--- src/rtl/spi_mon_pkg.sv ---
// Shared definitions for the SPI transaction monitor: FSM encoding and
// record flag layout.
package spi_mon_pkg;

  // FSM encoding
  localparam logic [0:0] ST_IDLE = 1'b0;
  localparam logic [0:0] ST_BUSY = 1'b1;

  // Record flag bit positions
  localparam int FLAG_CRC = 0;
  localparam int FLAG_TMO = 1;
  localparam int FLAG_WR  = 2;
  localparam int FLAG_ABT = 3;
  localparam int FLAG_W   = 4;

  typedef logic [FLAG_W-1:0] flags_t;

endpackage

--- src/rtl/spi_txn_monitor_if.sv ---
// Bus bundle between the SPI transaction monitor and its environment.
// The master side drives the snooped SPI activity and pops records;
// the slave side is the monitor itself.
interface spi_txn_monitor_if
  import spi_mon_pkg::*;
#(
  parameter int CMD_W  = 8,
  parameter int ADDR_W = 24,
  parameter int DATA_W = 32,
  parameter int CNT_W  = 16
);
  logic              we;
  logic              re;
  logic              spi_start;
  logic [CMD_W-1:0]  spi_cmd;
  logic [ADDR_W-1:0] spi_addr;
  logic [DATA_W-1:0] spi_data;
  logic [DATA_W-1:0] spi_resp;
  logic              spi_done;
  logic              crc_ok;
  logic              rec_pop;
  logic              rec_valid;
  logic [CMD_W-1:0]  rec_cmd;
  logic [ADDR_W-1:0] rec_addr;
  logic [DATA_W-1:0] rec_payload;
  flags_t            rec_flags;
  logic              busy;
  logic [CNT_W-1:0]  txn_count;
  logic [CNT_W-1:0]  err_count;
  logic              overflow;

  modport master (
    output we, re, spi_start, spi_cmd, spi_addr, spi_data, spi_resp,
           spi_done, crc_ok, rec_pop,
    input  rec_valid, rec_cmd, rec_addr, rec_payload, rec_flags, busy,
           txn_count, err_count, overflow
  );

  modport slave (
    input  we, re, spi_start, spi_cmd, spi_addr, spi_data, spi_resp,
           spi_done, crc_ok, rec_pop,
    output rec_valid, rec_cmd, rec_addr, rec_payload, rec_flags, busy,
           txn_count, err_count, overflow
  );

endinterface

--- src/rtl/spi_rec_fifo.sv ---
// Synchronous show-ahead FIFO for monitor records. The head entry is
// visible whenever valid is high and reads as zero when empty. A push
// into a full FIFO is dropped unless a pop happens in the same cycle.
module spi_rec_fifo #(
  parameter int WIDTH = 8,
  parameter int DEPTH = 8
) (
  input  logic             clk,
  input  logic             rst,
  input  logic             push,
  input  logic [WIDTH-1:0] push_data,
  input  logic             pop,
  output logic             valid,
  output logic [WIDTH-1:0] head,
  output logic             drop
);
  localparam int PW = $clog2(DEPTH);

  logic [WIDTH-1:0] mem [DEPTH];
  logic [PW-1:0]    wr_ptr;
  logic [PW-1:0]    rd_ptr;
  logic [PW:0]      count;
  logic             full;
  logic             pop_ok;
  logic             push_ok;

  assign valid   = (count != '0);
  assign full    = (count == (PW+1)'(DEPTH));
  assign pop_ok  = pop & valid;
  assign push_ok = push & (~full | pop_ok);
  assign drop    = push & full & ~pop_ok;
  assign head    = valid ? mem[rd_ptr] : '0;

  // Storage write; contents need no reset since head is gated by valid
  always_ff @(posedge clk) begin
    if (push_ok) mem[wr_ptr] <= push_data;
  end

  // Pointer and occupancy tracking
  always_ff @(posedge clk) begin
    if (!rst) begin
      wr_ptr <= '0;
      rd_ptr <= '0;
      count  <= '0;
    end else begin
      if (push_ok) wr_ptr <= wr_ptr + PW'(1);
      if (pop_ok)  rd_ptr <= rd_ptr + PW'(1);
      case ({push_ok, pop_ok})
        2'b10:   count <= count + (PW+1)'(1);
        2'b01:   count <= count - (PW+1)'(1);
        default: count <= count;
      endcase
    end
  end

endmodule

--- src/rtl/spi_txn_monitor.sv ---
// SPI transaction monitor: captures each start/done transaction into a
// record (command, address, payload, flags), queues records in a FIFO and
// keeps saturating transaction/error statistics.
module spi_txn_monitor
  import spi_mon_pkg::*;
#(
  parameter int CMD_W       = 8,
  parameter int ADDR_W      = 24,
  parameter int DATA_W      = 32,
  parameter int DEPTH       = 8,
  parameter int TIMEOUT_CYC = 1024,
  parameter int CNT_W       = 16
) (
  input logic               clk,
  input logic               rst,
  spi_txn_monitor_if.slave  bus
);
  localparam int REC_W = FLAG_W + DATA_W + ADDR_W + CMD_W;
  localparam int TW    = $clog2(TIMEOUT_CYC);
  // The record is formed on the edge where the counter would reach TIMEOUT_CYC-1
  localparam logic [TW-1:0] TMO_LAST = TW'(TIMEOUT_CYC - 2);

  logic [0:0]        state;
  logic [TW-1:0]     tcnt;
  logic [CMD_W-1:0]  cmd_q;
  logic [ADDR_W-1:0] addr_q;
  logic [DATA_W-1:0] data_q;
  logic              wr_q;

  logic              rec_form;
  flags_t            new_flags;
  logic [DATA_W-1:0] new_payload;
  logic              rec_err;
  logic              idle_done;
  logic              drop;
  logic [REC_W-1:0]  head;
  logic              unused_re;

  function automatic logic [CNT_W-1:0] sat_inc(input logic [CNT_W-1:0] v);
    return (&v) ? v : v + CNT_W'(1);
  endfunction

  // re adds nothing: a start with we set is a write regardless of re
  assign unused_re = bus.re;

  assign bus.busy = (state == ST_BUSY);
  assign rec_err  = new_flags[FLAG_CRC] | new_flags[FLAG_TMO] | new_flags[FLAG_ABT];
  assign idle_done = (state == ST_IDLE) & bus.spi_done;

  // Record formation: a new start aborts, then done completes, then timeout
  always_comb begin
    rec_form    = 1'b0;
    new_flags   = '0;
    new_payload = '0;
    if (state == ST_BUSY) begin
      if (bus.spi_start) begin
        rec_form            = 1'b1;
        new_flags[FLAG_ABT] = 1'b1;
        new_flags[FLAG_WR]  = wr_q;
        new_payload         = wr_q ? data_q : '0;
      end else if (bus.spi_done) begin
        rec_form            = 1'b1;
        new_flags[FLAG_WR]  = wr_q;
        new_flags[FLAG_CRC] = ~bus.crc_ok;
        new_payload         = wr_q ? data_q : bus.spi_resp;
      end else if (tcnt == TMO_LAST) begin
        rec_form            = 1'b1;
        new_flags[FLAG_TMO] = 1'b1;
        new_flags[FLAG_WR]  = wr_q;
      end
    end
  end

  // FSM and timeout counter
  always_ff @(posedge clk) begin
    if (!rst) begin
      state <= ST_IDLE;
      tcnt  <= '0;
    end else if (state == ST_IDLE) begin
      if (bus.spi_start) begin
        state <= ST_BUSY;
        tcnt  <= '0;
      end
    end else begin
      if (bus.spi_start)     tcnt  <= '0;
      else if (rec_form)     state <= ST_IDLE;
      else                   tcnt  <= tcnt + TW'(1);
    end
  end

  // Capture of the transaction fields on every start
  always_ff @(posedge clk) begin
    if (bus.spi_start) begin
      cmd_q  <= bus.spi_cmd;
      addr_q <= bus.spi_addr;
      data_q <= bus.spi_data;
      wr_q   <= bus.we;
    end
  end

  // Statistics and sticky overflow
  always_ff @(posedge clk) begin
    if (!rst) begin
      bus.txn_count <= '0;
      bus.err_count <= '0;
      bus.overflow  <= 1'b0;
    end else begin
      if (rec_form) bus.txn_count <= sat_inc(bus.txn_count);
      if ((rec_form & rec_err) | idle_done) bus.err_count <= sat_inc(bus.err_count);
      if (drop) bus.overflow <= 1'b1;
    end
  end

  spi_rec_fifo #(
    .WIDTH (REC_W),
    .DEPTH (DEPTH)
  ) u_fifo (
    .clk       (clk),
    .rst       (rst),
    .push      (rec_form),
    .push_data ({new_flags, new_payload, addr_q, cmd_q}),
    .pop       (bus.rec_pop),
    .valid     (bus.rec_valid),
    .head      (head),
    .drop      (drop)
  );

  assign {bus.rec_flags, bus.rec_payload, bus.rec_addr, bus.rec_cmd} = head;

endmodule

--- src/flat_wrapper.sv ---
// flat-port wrapper written by rule: the top's interface ports become plain ports
module spi_txn_monitor_flat import spi_mon_pkg::*;
#(
  parameter int CMD_W       = 8,
  parameter int ADDR_W      = 24,
  parameter int DATA_W      = 32,
  parameter int DEPTH       = 8,
  parameter int TIMEOUT_CYC = 1024,
  parameter int CNT_W       = 16
)
  (clk, rst, bus_we, bus_re, bus_spi_start, bus_spi_cmd, bus_spi_addr, bus_spi_data, bus_spi_resp, bus_spi_done, bus_crc_ok, bus_rec_pop, bus_rec_valid, bus_rec_cmd, bus_rec_addr, bus_rec_payload, bus_rec_flags, bus_busy, bus_txn_count, bus_err_count, bus_overflow);
  spi_txn_monitor_if #(.CMD_W(CMD_W), .ADDR_W(ADDR_W), .DATA_W(DATA_W), .CNT_W(CNT_W)) bus_i ();
  input logic clk;
  input logic rst;
  input wire logic [$bits(bus_i.we)-1:0] bus_we;
  input wire logic [$bits(bus_i.re)-1:0] bus_re;
  input wire logic [$bits(bus_i.spi_start)-1:0] bus_spi_start;
  input wire logic [$bits(bus_i.spi_cmd)-1:0] bus_spi_cmd;
  input wire logic [$bits(bus_i.spi_addr)-1:0] bus_spi_addr;
  input wire logic [$bits(bus_i.spi_data)-1:0] bus_spi_data;
  input wire logic [$bits(bus_i.spi_resp)-1:0] bus_spi_resp;
  input wire logic [$bits(bus_i.spi_done)-1:0] bus_spi_done;
  input wire logic [$bits(bus_i.crc_ok)-1:0] bus_crc_ok;
  input wire logic [$bits(bus_i.rec_pop)-1:0] bus_rec_pop;
  output wire logic [$bits(bus_i.rec_valid)-1:0] bus_rec_valid;
  output wire logic [$bits(bus_i.rec_cmd)-1:0] bus_rec_cmd;
  output wire logic [$bits(bus_i.rec_addr)-1:0] bus_rec_addr;
  output wire logic [$bits(bus_i.rec_payload)-1:0] bus_rec_payload;
  output wire logic [$bits(bus_i.rec_flags)-1:0] bus_rec_flags;
  output wire logic [$bits(bus_i.busy)-1:0] bus_busy;
  output wire logic [$bits(bus_i.txn_count)-1:0] bus_txn_count;
  output wire logic [$bits(bus_i.err_count)-1:0] bus_err_count;
  output wire logic [$bits(bus_i.overflow)-1:0] bus_overflow;
  assign bus_i.we = bus_we;
  assign bus_i.re = bus_re;
  assign bus_i.spi_start = bus_spi_start;
  assign bus_i.spi_cmd = bus_spi_cmd;
  assign bus_i.spi_addr = bus_spi_addr;
  assign bus_i.spi_data = bus_spi_data;
  assign bus_i.spi_resp = bus_spi_resp;
  assign bus_i.spi_done = bus_spi_done;
  assign bus_i.crc_ok = bus_crc_ok;
  assign bus_i.rec_pop = bus_rec_pop;
  assign bus_rec_valid = bus_i.rec_valid;
  assign bus_rec_cmd = bus_i.rec_cmd;
  assign bus_rec_addr = bus_i.rec_addr;
  assign bus_rec_payload = bus_i.rec_payload;
  assign bus_rec_flags = bus_i.rec_flags;
  assign bus_busy = bus_i.busy;
  assign bus_txn_count = bus_i.txn_count;
  assign bus_err_count = bus_i.err_count;
  assign bus_overflow = bus_i.overflow;
  spi_txn_monitor #(.CMD_W(CMD_W), .ADDR_W(ADDR_W), .DATA_W(DATA_W), .DEPTH(DEPTH), .TIMEOUT_CYC(TIMEOUT_CYC), .CNT_W(CNT_W)) u_core (.clk(clk), .rst(rst), .bus(bus_i));
endmodule
--- config.mk ---
export PLATFORM = sky130hd
export DESIGN_NAME = spi_txn_monitor_flat
export DESIGN_NICKNAME = d
export VERILOG_FILES = /design/src/rtl/spi_mon_pkg.sv /design/src/rtl/spi_txn_monitor_if.sv /design/src/rtl/spi_rec_fifo.sv /design/src/rtl/spi_txn_monitor.sv /design/src/flat_wrapper.sv
export SDC_FILE = /design/constraint.sdc
export NUM_CORES = 1
export LEC_CHECK = 0
export ABC_CLOCK_PERIOD_IN_PS = 22000
export BUFFER_PORTS_ARGS = -buffer_cell sky130_fd_sc_hd__buf_4
export CAP_MARGIN = 20
export CORE_MARGIN = 2
export CORE_UTILIZATION = 26
export DETAILED_ROUTE_END_ITERATION = 7
export MAX_ROUTING_LAYER = met4
export PLACE_DENSITY = 0.38
export RECOVER_POWER = 50
export SETUP_SLACK_MARGIN = 0.05
export SLEW_MARGIN = 10
export SYNTH_ARGS = -nofsm -noshare
export SYNTH_HDL_FRONTEND = slang
export SYNTH_SLANG_ARGS = --single-unit
--- constraint.sdc ---
create_clock -name clk -period 22 [get_ports clk]
set_clock_uncertainty 0.15 [all_clocks]
set_input_delay 5.5 -clock clk [delete_from_list [all_inputs] [get_ports clk]]
set_output_delay 5.5 -clock clk [all_outputs]
set_load 0.03 [all_outputs]
==> key figures <==
Timing
  • Count of final setup violators: 0
  • Pins Over Slew Limit: 94
  • Worst-margin pin slew: about 3.4 ns
  • Max Clock Freq: between 0.09 and 0.1 GHz
  • Setup TNS: 0 ns
  • Final min period: approximately 11 ns
  • Final hold violation count: 0
  • Fin crit share: 48.4%
  • Max-slew headroom: -126%
  • RSZ-0062 raised after global routing: false

Floorplanning
  • Die height: approximately 320 um
  • Core Footprint: between 90000 and 100000 sq um
  • IO Pins: 207
  • Row cnt: approximately 120
  • Initial Util: 26.2%
  • Die area: 101000 sq um
  • Die width: around 320 um

Final layout
  • Design area: 31200 sq um
  • Layout cell share with drive strength beyond 1: 26.9%
  • Most common cell after layout, fill and taps aside: edfxtp_1
  • Most frequent cells in the layout: edfxtp_1, mux4_2, nor2_1, buf_4, clkbuf_16
  • Final layout net count: 1699
  • Area of the multi-input gates: just under 6000 sq um
  • P&R area growth vs syn: 21.3%
  • Register area: 19400 sq um
  • Fill cells: 9646

Synthesis
  • Number of register bits inferred by synthesis: 666
  • Avg Inst Size Synth: just under 20 sq um
  • Synth Cell Area: roughly 26000 sq um
  • Warnings from Yosys: 0
  • Distinct cells, synth: 48
  • Post-synth EDFFs: 609
  • Gate Count Post-Synth: between 1000 and 1500
  • Primary FF master, synth: edfxtp_1
  • Syn_nets: 1449
  • Synth async-reset ratio: 0%
  • Seq/Total Area, Yosys: 75.6%

Run status
  • Status: finished with violations
  • Failing checks: max-capacitance violations, max-slew violations

Pwr
  • Sequential power share: 43.4%
  • Clock Power Share: 38.4%
  • Internal power: 0.00240 W
  • PD cells: 107 nW/um^2
  • P_sw: 0.000923 W
  • Switching share of total power: 27.8%
  • Static Leak: 9.79 nW
  • VDD IR-drop max: just over 0.06 mV
  • Gate power share: a little under a fifth

CTS
  • Root Driver: clkbuf_16
  • H-tree Lvls: 3
  • Setup Buffers After CTS: 0
  • Clock Latency Late Sink: 0.62 ns
  • Clock Path Buffers: 3
  • Hold-fix buffers, CTS: 0
  • CTS tree: done
  • Worst-path clk slew: 0.05 ns
  • PostCTS Resize Cnt: 0
  • Clk sinks: 666
  • Total CTS buffers: 80

Detailed routing
  • Pre-antenna DRT Iters: 7
  • WL final: 66900 um
  • Vias per std cell: 4.50
  • Post-DR wirelength/cell: 22.8 um
  • Via count of the routed design: 13206
  • DRC viols: 0
  • Antenna Violating Nets Remaining: 0
  • DRT iter0 DRCs: just over 800

Place
  • Final HPWL from detailed placement: approximately 36000 um
  • PortBufs: 205
  • Placed cell area: approximately 29000 sq um
  • Final Wtd Congestion: just over 0.7

Worst setup path
  • Critical path type: in -> reg
  • Setup crit end kind: flip-flop
  • Worst path slowest cell: clkbuf_1
  • Family with the most delay on the worst path: buffers and inverters
  • Worst-path cell chain: clkbuf_1, o21ai_0, o31ai_1, clkbuf_1, nand2_1, or2_0, nor2_1, buf_4, buf_4
  • Worst Path Arrival: 10.73 ns
  • Largest stage delay on the critical path: 1.21 ns
  • CP required: 22.08 ns
  • Slack of the worst reg-to-reg path: 16.99 ns
  • Largest fanout on the critical path: ~40
  • Type of origin of the critical path: input port
  • Buf/Inv on CP: 4

Global routing
  • Overflow after GRT: 0
  • Antenna violations before repair: 1
  • All-Layer GR Usage: 13.6%
  • Vias in the first global route: 14483
  • First-pass GRT wire length: around 100000 um
  • Largest net degree at the start of global routing: 52

Hold path
  • Hold Path Class: reg -> reg

Flow run
  • Maxcap violations: 3
## final cells by class
type / instances / area share [%]
Multi-Input combinational cell: 593 / 19.1
Antenna cell: 1 / 0.00803
Clock buffer: 105 / 6.99
Timing Repair Buffer: 237 / 5.13
Clock inverter: 37 / 1.09
Tap cell: 1287 / 5.16
Sequential cell: 666 / 62.4
Inverter: 10 / 0.120
## worst paths after layout
| path | startpoint | to | cells after the start |
|---|---|---|---|
| worst min-delay path | u_core.bus.overflow | u_core.bus.overflow | 1 |
| worst max-delay path | bus_spi_start | u_core.u_fifo.mem[6][62] | 9 |
| worst max register to register | u_core.tcnt[0] | u_core.u_fifo.mem[6][62] | 10 |
| worst min register to register | u_core.bus.overflow | u_core.bus.overflow | 1 |
## registers in the layout, indices dropped and copies added, names as in the netlist, 3 cells and up, named ones only
signal	count
u_core.addr_q	24
u_core.u_fifo.count	4
u_core.u_fifo.mem	544
u_core.u_fifo.wr_ptr	3
u_core.data_q	32
u_core.cmd_q	8
u_core.bus.err_count	16
u_core.bus.txn_count	16
u_core.tcnt	10
u_core.u_fifo.rd_ptr	3
## synth_stat cells (6+ instances only)
cell type	number	area, sq um
edfxtp_1	609	18300
nor2_1	138	518
mux4_2	136	3060
mux2i_1	75	751
dfxtp_1	57	1140
clkbuf_1	47	176
a22oi_1	33	248
nand2_1	28	105
a21oi_1	24	120
nand3_1	21	105
o21ai_0	16	80.1
or3_1	14	87.6
buf_2	13	65.1
xor2_1	13	114
buf_1	9	33.8
inv_1	9	33.8
nand4_1	9	56.3
and3_1	7	43.8
ha_1	7	87.6
nand2b_1	7	43.8
nor3_1	6	30.0
o31ai_1	6	45.0
## power groups by stage
stage               clock network, W  registers, W  logic (W)
floorplan                          0       0.00145   0.000385
global placement                   0       0.00147   0.000631
detailed placement                 0       0.00147   0.000633
CTS                          0.00133       0.00144   0.000634
global route                 0.00137       0.00145   0.000660
finish                       0.00127       0.00144   0.000607
## layer usage
layer / GRT usage, % / vias to the layer above / wire length (um)
met1: 17.7 / 6917 / 30600
li1: - / 5902 / -
met5: - / - / 0
met2: 21.6 / 285 / 31700
met3: 3.05 / 102 / 3070
met4: 3.72 / 0 / 1470
## through the flow
step | setup slack [ns] | cells | total power (W) | util [%] | hold slack (ns)
2_1_floorplan | 10.08 | 1338 | 0.00184 | - | 0.304
3_3_place_gp | 12.73 | 2791 | 0.00210 | 29.4 | 0.306
3_5_place_dp | 12.72 | 2791 | 0.00210 | 29.4 | 0.309
4_1_cts | 12.03 | 2933 | 0.00340 | 32.0 | 0.325
5_1_grt | 10.78 | 2936 | 0.00348 | 31.8 | 0.338
6_report | 11.36 | 2936 | 0.00332 | 31.8 | 0.315
## logic make-up after synthesis
logic type,share of synthesized area (%)
adders and majority gates,0.341
xor gates and xnor gates,0.614
muxes,14.9
and+or+nand+nor,4.76
AOI/OAI and AO/OA,2.52
buffers and inverters,1.22
DFF,75.6
No activity file was read; power rests on OpenSTA's default activity.
